<file path="src/rtl/execute_writeback_if.sv">
// ----------------------------------------------------------------------------
// execute_writeback_if
//   Bundles the decode -> execute instruction handshake and the execute ->
//   register-file writeback bus of the venus pipeline.
//
//   Decode side (driven by master):
//     i_v        instruction valid
//     i_opecode  opcode
//     i_opr0     operand 0 (rd/rs value)
//     i_opr1     operand 1 (register or extended immediate)
//     i_wb_r     destination register
//   Execute side (driven by slave):
//     o_stall    hold decode output register (combinational)
//     o_wb       writeback strobe (registered)
//     o_wb_r     writeback register (registered)
//     o_result   writeback data (registered)
// ----------------------------------------------------------------------------
interface execute_writeback_if #(
    parameter int W_OPC = 7,
    parameter int W_RD  = 4,
    parameter int W_OPR = 32
);
    logic             i_v;
    logic [W_OPC-1:0] i_opecode;
    logic [W_OPR-1:0] i_opr0;
    logic [W_OPR-1:0] i_opr1;
    logic [W_RD-1:0]  i_wb_r;
    logic             o_stall;
    logic             o_wb;
    logic [W_RD-1:0]  o_wb_r;
    logic [W_OPR-1:0] o_result;

    modport master (
        output i_v, i_opecode, i_opr0, i_opr1, i_wb_r,
        input  o_stall, o_wb, o_wb_r, o_result
    );

    modport slave (
        input  i_v, i_opecode, i_opr0, i_opr1, i_wb_r,
        output o_stall, o_wb, o_wb_r, o_result
    );
endinterface

</file>
<file path="src/rtl/execute_writeback.sv">
// ----------------------------------------------------------------------------
// execute_writeback
//   Execute/writeback stage of the venus pipeline. Single-cycle ALU ops write
//   back one cycle after acceptance. MUL/DIVU/REMU run on a shared iterative
//   N_ITER-step engine (shift-add multiply, restoring divide) and hold decode
//   through o_stall while busy. Every accepted instruction, including
//   undefined opcodes, produces exactly one writeback so the destination
//   reservation in decode is always released.
//
//   Ports:
//     clk    rising-edge clock
//     reset  asynchronous, active-low
//     bus    execute_writeback_if.slave (decode handshake + writeback bus)
// ----------------------------------------------------------------------------
module execute_writeback #(
    parameter int W_OPC  = 7,
    parameter int W_RD   = 4,
    parameter int W_OPR  = 32,
    parameter int N_ITER = 32
) (
    input  logic                clk,
    input  logic                reset,
    execute_writeback_if.slave  bus
);

    localparam int W_SH  = $clog2(W_OPR);
    localparam int W_CNT = $clog2(N_ITER);

    localparam logic [W_OPC-1:0] OP_ADD  = W_OPC'(7'h01);
    localparam logic [W_OPC-1:0] OP_SUB  = W_OPC'(7'h02);
    localparam logic [W_OPC-1:0] OP_AND  = W_OPC'(7'h03);
    localparam logic [W_OPC-1:0] OP_OR   = W_OPC'(7'h04);
    localparam logic [W_OPC-1:0] OP_XOR  = W_OPC'(7'h05);
    localparam logic [W_OPC-1:0] OP_SLL  = W_OPC'(7'h06);
    localparam logic [W_OPC-1:0] OP_SRL  = W_OPC'(7'h07);
    localparam logic [W_OPC-1:0] OP_SRA  = W_OPC'(7'h08);
    localparam logic [W_OPC-1:0] OP_MOV  = W_OPC'(7'h09);
    localparam logic [W_OPC-1:0] OP_MUL  = W_OPC'(7'h0A);
    localparam logic [W_OPC-1:0] OP_DIVU = W_OPC'(7'h0B);
    localparam logic [W_OPC-1:0] OP_REMU = W_OPC'(7'h0C);

    typedef enum logic [1:0] {
        S_IDLE,
        S_BUSY,
        S_DONE
    } state_t;

    state_t             r_state;
    state_t             w_next;

    logic [W_CNT-1:0]   r_cnt;
    logic [W_OPC-1:0]   r_op;
    logic [W_RD-1:0]    r_rd;
    // r_a: multiplier (shifts right) / dividend, becoming the quotient (shifts left)
    // r_b: multiplicand (shifts left) / divisor (constant)
    // r_acc: product accumulator / partial remainder
    logic [W_OPR-1:0]   r_a;
    logic [W_OPR-1:0]   r_b;
    logic [W_OPR-1:0]   r_acc;

    logic               r_wb;
    logic [W_RD-1:0]    r_wb_r;
    logic [W_OPR-1:0]   r_result;

    logic               w_is_multi;
    logic               w_accept;
    logic               w_stall;
    logic [W_SH-1:0]    w_sh;
    logic [W_OPR-1:0]   w_alu;
    logic [W_OPR:0]     w_rem_sh;
    logic [W_OPR:0]     w_rem_diff;
    logic               w_rem_ge;
    logic [W_OPR-1:0]   w_multi_res;

    assign w_is_multi = (bus.i_opecode == OP_MUL) ||
                        (bus.i_opecode == OP_DIVU) ||
                        (bus.i_opecode == OP_REMU);
    assign w_accept   = (r_state == S_IDLE) && bus.i_v;
    assign w_sh       = bus.i_opr1[W_SH-1:0];

    // Single-cycle ALU
    always_comb begin
        w_alu = bus.i_opr0;
        case (bus.i_opecode)
            OP_ADD:  w_alu = bus.i_opr0 + bus.i_opr1;
            OP_SUB:  w_alu = bus.i_opr0 - bus.i_opr1;
            OP_AND:  w_alu = bus.i_opr0 & bus.i_opr1;
            OP_OR:   w_alu = bus.i_opr0 | bus.i_opr1;
            OP_XOR:  w_alu = bus.i_opr0 ^ bus.i_opr1;
            OP_SLL:  w_alu = bus.i_opr0 << w_sh;
            OP_SRL:  w_alu = bus.i_opr0 >> w_sh;
            OP_SRA:  w_alu = W_OPR'($signed(bus.i_opr0) >>> w_sh);
            OP_MOV:  w_alu = bus.i_opr1;
            default: w_alu = bus.i_opr0;
        endcase
    end

    // Restoring-divide step: the borrow bit of the W_OPR+1 bit subtraction
    // doubles as the "remainder < divisor" flag.
    always_comb begin
        w_rem_sh   = {r_acc, r_a[W_OPR-1]};
        w_rem_diff = w_rem_sh - {1'b0, r_b};
        w_rem_ge   = ~w_rem_diff[W_OPR];
    end

    always_comb begin
        w_multi_res = r_acc;
        case (r_op)
            OP_MUL:  w_multi_res = r_acc;
            OP_DIVU: w_multi_res = r_a;
            default: w_multi_res = r_acc;
        endcase
    end

    // FSM: state register
    always_ff @(posedge clk or negedge reset) begin
        if (!reset) begin
            r_state <= S_IDLE;
        end else begin
            r_state <= w_next;
        end
    end

    // FSM: next state
    always_comb begin
        w_next = r_state;
        case (r_state)
            S_IDLE:  if (w_accept && w_is_multi) w_next = S_BUSY;
            S_BUSY:  if (r_cnt == '0) w_next = S_DONE;
            S_DONE:  w_next = S_IDLE;
            default: w_next = S_IDLE;
        endcase
    end

    // FSM: outputs. DONE drops stall unconditionally so decode advances past
    // the instruction it was holding; that instruction is never re-accepted.
    always_comb begin
        w_stall = 1'b0;
        case (r_state)
            S_IDLE:  w_stall = w_accept && w_is_multi;
            S_BUSY:  w_stall = 1'b1;
            default: w_stall = 1'b0;
        endcase
    end

    // Datapath and registered writeback
    always_ff @(posedge clk or negedge reset) begin
        if (!reset) begin
            r_cnt    <= '0;
            r_op     <= '0;
            r_rd     <= '0;
            r_a      <= '0;
            r_b      <= '0;
            r_acc    <= '0;
            r_wb     <= 1'b0;
            r_wb_r   <= '0;
            r_result <= '0;
        end else begin
            r_wb <= 1'b0;
            case (r_state)
                S_IDLE: begin
                    if (w_accept) begin
                        if (w_is_multi) begin
                            r_cnt <= W_CNT'(N_ITER - 1);
                            r_op  <= bus.i_opecode;
                            r_rd  <= bus.i_wb_r;
                            r_acc <= '0;
                            if (bus.i_opecode == OP_MUL) begin
                                r_a <= bus.i_opr1;
                                r_b <= bus.i_opr0;
                            end else begin
                                r_a <= bus.i_opr0;
                                r_b <= bus.i_opr1;
                            end
                        end else begin
                            r_wb     <= 1'b1;
                            r_wb_r   <= bus.i_wb_r;
                            r_result <= w_alu;
                        end
                    end
                end
                S_BUSY: begin
                    r_cnt <= r_cnt - 1'b1;
                    if (r_op == OP_MUL) begin
                        if (r_a[0]) r_acc <= r_acc + r_b;
                        r_b <= r_b << 1;
                        r_a <= r_a >> 1;
                    end else begin
                        r_acc <= w_rem_ge ? w_rem_diff[W_OPR-1:0] : w_rem_sh[W_OPR-1:0];
                        r_a   <= {r_a[W_OPR-2:0], w_rem_ge};
                    end
                end
                S_DONE: begin
                    r_wb     <= 1'b1;
                    r_wb_r   <= r_rd;
                    r_result <= w_multi_res;
                end
                default: ;
            endcase
        end
    end

    assign bus.o_stall  = w_stall;
    assign bus.o_wb     = r_wb;
    assign bus.o_wb_r   = r_wb_r;
    assign bus.o_result = r_result;

endmodule
</file>
<file path="src/flat_wrapper.sv">
// flat-port wrapper written by rule: the top's interface ports become plain ports
module execute_writeback_flat 
#(
    parameter int W_OPC  = 7,
    parameter int W_RD   = 4,
    parameter int W_OPR  = 32,
    parameter int N_ITER = 32
)
  (clk, reset, bus_i_v, bus_i_opecode, bus_i_opr0, bus_i_opr1, bus_i_wb_r, bus_o_stall, bus_o_wb, bus_o_wb_r, bus_o_result);
  execute_writeback_if #(.W_OPC(W_OPC), .W_RD(W_RD), .W_OPR(W_OPR)) bus_i ();
  input  logic clk;
  input  logic reset;
  input wire logic [$bits(bus_i.i_v)-1:0] bus_i_v;
  input wire logic [$bits(bus_i.i_opecode)-1:0] bus_i_opecode;
  input wire logic [$bits(bus_i.i_opr0)-1:0] bus_i_opr0;
  input wire logic [$bits(bus_i.i_opr1)-1:0] bus_i_opr1;
  input wire logic [$bits(bus_i.i_wb_r)-1:0] bus_i_wb_r;
  output wire logic [$bits(bus_i.o_stall)-1:0] bus_o_stall;
  output wire logic [$bits(bus_i.o_wb)-1:0] bus_o_wb;
  output wire logic [$bits(bus_i.o_wb_r)-1:0] bus_o_wb_r;
  output wire logic [$bits(bus_i.o_result)-1:0] bus_o_result;
  assign bus_i.i_v = bus_i_v;
  assign bus_i.i_opecode = bus_i_opecode;
  assign bus_i.i_opr0 = bus_i_opr0;
  assign bus_i.i_opr1 = bus_i_opr1;
  assign bus_i.i_wb_r = bus_i_wb_r;
  assign bus_o_stall = bus_i.o_stall;
  assign bus_o_wb = bus_i.o_wb;
  assign bus_o_wb_r = bus_i.o_wb_r;
  assign bus_o_result = bus_i.o_result;
  execute_writeback #(.W_OPC(W_OPC), .W_RD(W_RD), .W_OPR(W_OPR), .N_ITER(N_ITER)) u_core (.clk(clk), .reset(reset), .bus(bus_i));
endmodule
</file>
<file path="config.mk">
export PLATFORM = sky130hd
export DESIGN_NAME = execute_writeback_flat
export DESIGN_NICKNAME = d
export VERILOG_FILES = /design/src/rtl/execute_writeback_if.sv /design/src/rtl/execute_writeback.sv /design/src/flat_wrapper.sv
export SDC_FILE = /design/constraint.sdc
export NUM_CORES = 1
export LEC_CHECK = 0
export BUFFER_PORTS_ARGS = -buffer_cell sky130_fd_sc_hd__buf_2
export CORE_AREA = 5 5 242 244
export CTS_CLUSTER_DIAMETER = 50
export DETAILED_ROUTE_END_ITERATION = 10
export DIE_AREA = 0 0 247 249
export HOLD_SLACK_MARGIN = 0.02
export SYNTH_ARGS = -nofsm -noshare
export SYNTH_HDL_FRONTEND = slang
export SYNTH_SLANG_ARGS = --single-unit
export TNS_END_PERCENT = 20
</file>
<file path="constraint.sdc">
create_clock -name clk -period 4.1 [get_ports clk]
set_clock_uncertainty 0.2 [all_clocks]
set_input_delay 0 -clock clk [delete_from_list [all_inputs] [get_ports clk]]
set_output_delay 0 -clock clk [all_outputs]
set_load 0.1 [all_outputs]
</file>
* After elaboration in Yosys (flattened, before gate mapping)
Index checks and enable logic that the tools add are counted.
Word-level totals: bits in registers 151, bits in latches 0, bits in writable memories 0, ROM bits 0, input port bits 78, memories 0
Cells by class: add/sub/neg operators 5, $mul 0, div/mod/pow operators 0, order comparisons 0, equality and inequality tests 23, shift operators 3, multiplexer cells 34, bitwise gates (word level) 4, reduce and logical (&&, ||, !) cells 14
Operators by type and width (count):
- $mux W32 | 16
- $pmux W32 S9 | 1
- $pmux W32 S2 | 4
- $add A32 B32 Y32 | 2
- $eq A7 B4 Y1 const B | 7
- $sub A33 B32 Y33 | 1
- $and A32 B32 Y32 | 1
- $or A32 B32 Y32 | 1
- $shl A32 B5 Y32 | 1
- $shr A32 B5 Y32 | 1
- $sshr A32 B5 Y32 | 1
- $sub A32 B32 Y32 | 1
- $xor A32 B32 Y32 | 1
- $eq A7 B3 Y1 const B | 4
- $eq A7 B2 Y1 const B | 2
- $mux W5 | 2
- $pmux W5 S2 | 1
- $reduce_and A3 Y1 | 3
- $mux W4 | 2
- $ne A2 B1 Y1 const B | 4
- $pmux W4 S2 | 1
- $reduce_and A4 Y1 | 2
- $eq A7 B1 Y1 const B | 1
- $logic_not A5 Y1 | 1
- 15 further kinds | 22

* Longest topological paths before layout
depth in word-level cells 6, mapped depth 21

* Worst setup path after synthesis
Ideal clock, no wire load.
kind input port to flip-flop, start point input port bus_i_opr1[0], end point register u_core.r_result[31] (netlist: u_core.bus.o_result[31]), library setup time 0.142 ns, arrival time 3.726 ns, data required time 3.758 ns, path slack 0.032 ns, stages on the path 21, buffers on the path 3, cell sequence buf_4 > inv_2 > buf_1 > ha_1 > nand4_1 > nor3_1 > and2_1 > nand2_1 > o31ai_1 > xnor2_1 > ha_1 > clkbuf_1 > a21o_1 > a21o_1 > a21oi_1 > o21ai_0 > a21oi_1 > a21bo_2 > a21oi_1 > xnor2_1 > o221ai_1
On the way: longest elaborated chain between the ends 5
RTL lines:
- start: declaration | line flat_wrapper.sv:16 | input wire logic [$bits(bus_i.i_opr1)-1:0] bus_i_opr1;
- $sub A32 B32 Y32, or another cell as far along | line execute_writeback.sv:86 | OP_SUB: w_alu = bus.i_opr0 - bus.i_opr1;
- $pmux W32 S9 * | line execute_writeback.sv:84 | case (bus.i_opecode)
- $mux W32 * | line execute_writeback.sv:163 | if (w_is_multi) begin
- $mux W32 * | line execute_writeback.sv:162 | if (w_accept) begin
- $pmux W32 S2 * | line execute_writeback.sv:160 | case (r_state)
- end signal: assignment | line execute_writeback.sv:178 | r_result <= w_alu;
- end signal: assignment | line execute_writeback.sv:196 | r_result <= w_multi_res;
- end: declaration | line execute_writeback.sv:63 | logic [W_OPR-1:0] r_result;
Mark *: on every way between the ends. The rest lies on a longest branch, timed or not. The select of a mux whose other input is x is not followed. A chain may end at the register's enable or synchronous reset.

* Worst setup path after layout
start point input port bus_i_opecode[1], end point register u_core.r_result[27] (netlist: u_core.bus.o_result[27])
On the way: longest elaborated chain between the ends 5
RTL lines:
- start: declaration | line flat_wrapper.sv:14 | input wire logic [$bits(bus_i.i_opecode)-1:0] bus_i_opecode;
- $eq A7 B4 Y1, or another cell as far along | line execute_writeback.sv:84
- $pmux W32 S9 or $logic_or A1 B1 Y1 (tied branches) | line execute_writeback.sv:84, execute_writeback.sv:75
- $mux W32 or $logic_or A1 B1 Y1 (tied branches) | line execute_writeback.sv:163, execute_writeback.sv:76
- $mux W32 or $ne A2 B2 Y1 (tied branches)
- $pmux W32 S2 or $reduce_and A3 Y1 (tied branches)
Parallel ways exist; a longest one is shown, timed or not. The select of a mux whose other input is x is not followed.

==> key figures <==
Global routing
  • GRT Resource Usage Total: 25.0%
  • GR Overflow Total: 0
  • Initial antenna violation count: 0
  • First-pass GRT wire length: 121 mm
  • Vias in the first global route: 19,800
  • Largest net degree at the start of global routing: 131

Power and ir drop
  • Pwr Total: 10.6 mW
  • Maximum vdd drop: 0.348 mV
  • Cell Pwr Density: 469 nW/um2
  • Leakage: 9.87 nW

Final layout
  • Filler instances: 5,700
  • Multi-input gate area: 14,500 um2
  • Commonest non-fill, non-tap cell in the layout: nand2_1
  • Layout area overhead: 16.4%
  • Share of post-route cells with drive strength above 1: 16.0%
  • Antenna cells: 0
  • Commonest cells after routing, fill and taps aside: nand2_1, nor2_1, a21oi_1, o21ai_0, ha_1
  • Final #Nets: 2,857
  • Sequential Area: 3780 um2
  • Post-route cell area: 22,600 um2

Logic synthesis
  • Mapped Avg Cell Area: 7.86 um2
  • Part of the Yosys area used for sequential elements: 19.5%
  • Top-area cell type share of the netlist area: 19.5%
  • Largest family of logic cells by synthesized area: compound AO/OA/AOI/OAI gates
  • Cell variety after synth: 99
  • Area contributors post-synth: dfrtp_1, ha_1, mux2i_1
  • Complex-gate fraction of the synthesized area: 27.0%
  • Post-synth ARST share: 100%
  • Post-synthesis mux area share: 14.7%
  • Synth Instances: 2,469
  • Mapped cell area: 19,400 um2
  • Simple-gate share of the synthesized area: 16.6%
  • Post-synth EDFFs: 0
  • Synth warn: 0
  • Primary FF master, synth: dfrtp_1
  • Biggest area consumer among synthesized cells: dfrtp_1
  • Syn Nets: 2,712
  • Yosys reg bits: 151
  • Adder-Cell Fraction of Synth Area: 10.8%
  • XOR/XNOR share of the synthesized area: 4.92%

Floorplanning
  • Placement Rows: 87
  • IO Pins: 116
  • Chip width: 247 um
  • Initial Utilization: 34.6%
  • Die area: 61,500 um2
  • Core area: 56,100 um2
  • Die height: 249 um

Outcome
  • Status: completed

Clocking
  • Post-CTS Setup Repair Bufs: 0
  • Clock root buffer master: clkbuf_16
  • Worst-Skew Late Latency: 450 ps
  • Clock sinks: 151
  • CTS tree: built
  • Clk pin slew, worst setup/hold paths: 70 ps
  • Htree depth: 4
  • Maximum buffer depth of the clock tree: 2
  • Total CTS buffers: 17

Drt
  • Met3 Wirelength: 5.28 mm
  • Wire length per cell: 23.6 um
  • Via Count: 20,500
  • Drt total wl: 79.7 mm
  • Met2 wire len: 36.8 mm
  • Met1 WL: 33.9 mm
  • Remaining DRCs: 0
  • Top routing layer used: met4
  • Vias per cell: 6.05
  • First-pass DRT Iterations: 6
  • Final ANT Viol Nets: 0
  • Initial DRC Count: 1,946

Place
  • IO buf count: 115
  • GP Congestion: 1.01
  • Final HPWL DP: 60.2 mm
  • Post-DP Area: 21,300 um2

Setup path
  • RR Endpoint: u_core.r_acc[25]
  • R2R depth: 15
  • Critical Path End Type: register
  • Critical setup path kind: input pin to register
  • Crit path arrival time: 4110 ps
  • CP Data Required Time: 4230 ps
  • Setup crit start kind: input pin
  • R2R Setup Slk: 290 ps
  • R2R Path Start: u_core.r_a[31]
  • Critical path fanouts, max: 11
  • Origin of the worst setup path: bus_i_opecode[1]

STA
  • Fin crit period: 3970 ps
  • Final Hold Viols: 0
  • RSZ-0062 raised after global routing: true
  • Final period util: 96.9%
  • Hold_ws: 2.63 ps
  • Setup-failing EPs final: 0
  • Least-Margin Pin Slew: 1080 ps
  • Fmax: 252 MHz
  • Relative slew slack: 27.8%
  • Slew Limit Fails: 0

Job
  • Max-Cap Viols: 0

Min path
  • Worst hold path class: input pin to asynchronous set/reset pin
[power by group]
group	internal (mW)	total, mW	switching [mW]
combinational	2.57	6.36	3.79
clock	0.988	1.67	0.683
sequential	1.92	2.57	0.650
[cells by family (layout without fill, tap and decap cells)]
| family | count (synthesis) | count (layout) |
|---|---|---|
| AO/OA/AOI/OAI | 793 | 793 |
| XOR/XNOR | 109 | 109 |
| adder cells (fa/ha/maj) | 165 | 165 |
| buffers and inverters | 310 | 466 |
| flip-flops | 151 | 151 |
| multiplexers | 218 | 218 |
| AND/OR/NAND/NOR | 723 | 723 |
[cells in the mapped netlist (31+ instances only)]
library cell	instances
buf_2	33
a21oi_1	175
mux4_2	52
mux2i_1	154
a31oi_1	52
nor2_1	251
a211oi_1	54
dfrtp_1	151
nand3_1	45
xnor2_1	81
nand2_1	269
clkbuf_1	140
o21ai_0	172
nor3_1	31
a22oi_1	41
a21o_1	35
ha_1	162
inv_1	111
[state kept, by name, summed over array words and instances (netlist names)]
signal and flops:
u_core.r_acc 32, u_core.r_rd 4, u_core.bus.o_wb 1, u_core.bus.o_result 32, u_core.r_a 32, u_core.r_b 32
u_core.bus.o_wb_r 4, u_core.r_op 7, u_core.r_cnt 5, u_core.r_state 2
[metrics by stage]
stage	setup TNS [ps]	setup WS [ps]	std cells	utilization, %
3_5_place_dp	-317	-106	3290	38.0
2_1_floorplan	0	31.9	2469	-
6_report	0	125	3381	40.3
4_1_cts	0	35.5	3381	40.2
5_1_grt	-45.8	-45.8	3381	40.3
3_3_place_gp	-156	-88.7	3290	38.0
[critical path, cell delays in order]
cell,delay [ps]
dlygate4sd3_1,520
buf_2,240
nor2b_2,240
nand2b_1,100
buf_4,180
buf_4,160
o31ai_1,70
xnor2_1,170
ha_1,270
buf_4,160
a21oi_1,140
o21ai_0,90
a21oi_1,190
a21boi_2,110
a41oi_2,380
o311ai_2,230
a41oi_1,300
mux2i_1,240
nand3_1,110
a22o_1,200
[worst max-delay path by stage]
stage	to	slack, ps	depth (start not counted)
after floorplan	u_core.bus.o_result[31]	30	21
after global placement	u_core.bus.o_result[24]	-90	21
after detailed placement	u_core.bus.o_result[27]	-110	20
after CTS	u_core.bus.o_result[27]	40	19
after global routing	u_core.bus.o_result[27]	-50	20
final	u_core.bus.o_result[27]	130	20
[layout make-up]
type,instances,area share [%]
clock inverter,10,0.642
sequential,151,16.7
inverter,113,1.88
timing repair buffer,323,10.5
multi-input combinational,2008,64.1
clock buffer,20,2.02
tap,756,4.19
[per-layer routing]
layer	vias to the layer above	GRT usage, %
met3	164	2.18
met4	0	10.3
li1	9384	-
met1	9976	34.2
met5	-	0
met2	927	40.7
[timing repair]
item	4_1_cts	5_1_grt
resized for setup	0	16
hold buffers	61	0
hold endpoints to repair	179	0
endpoints found under the setup margin	0	14
(Power assumes the default switching activity.)
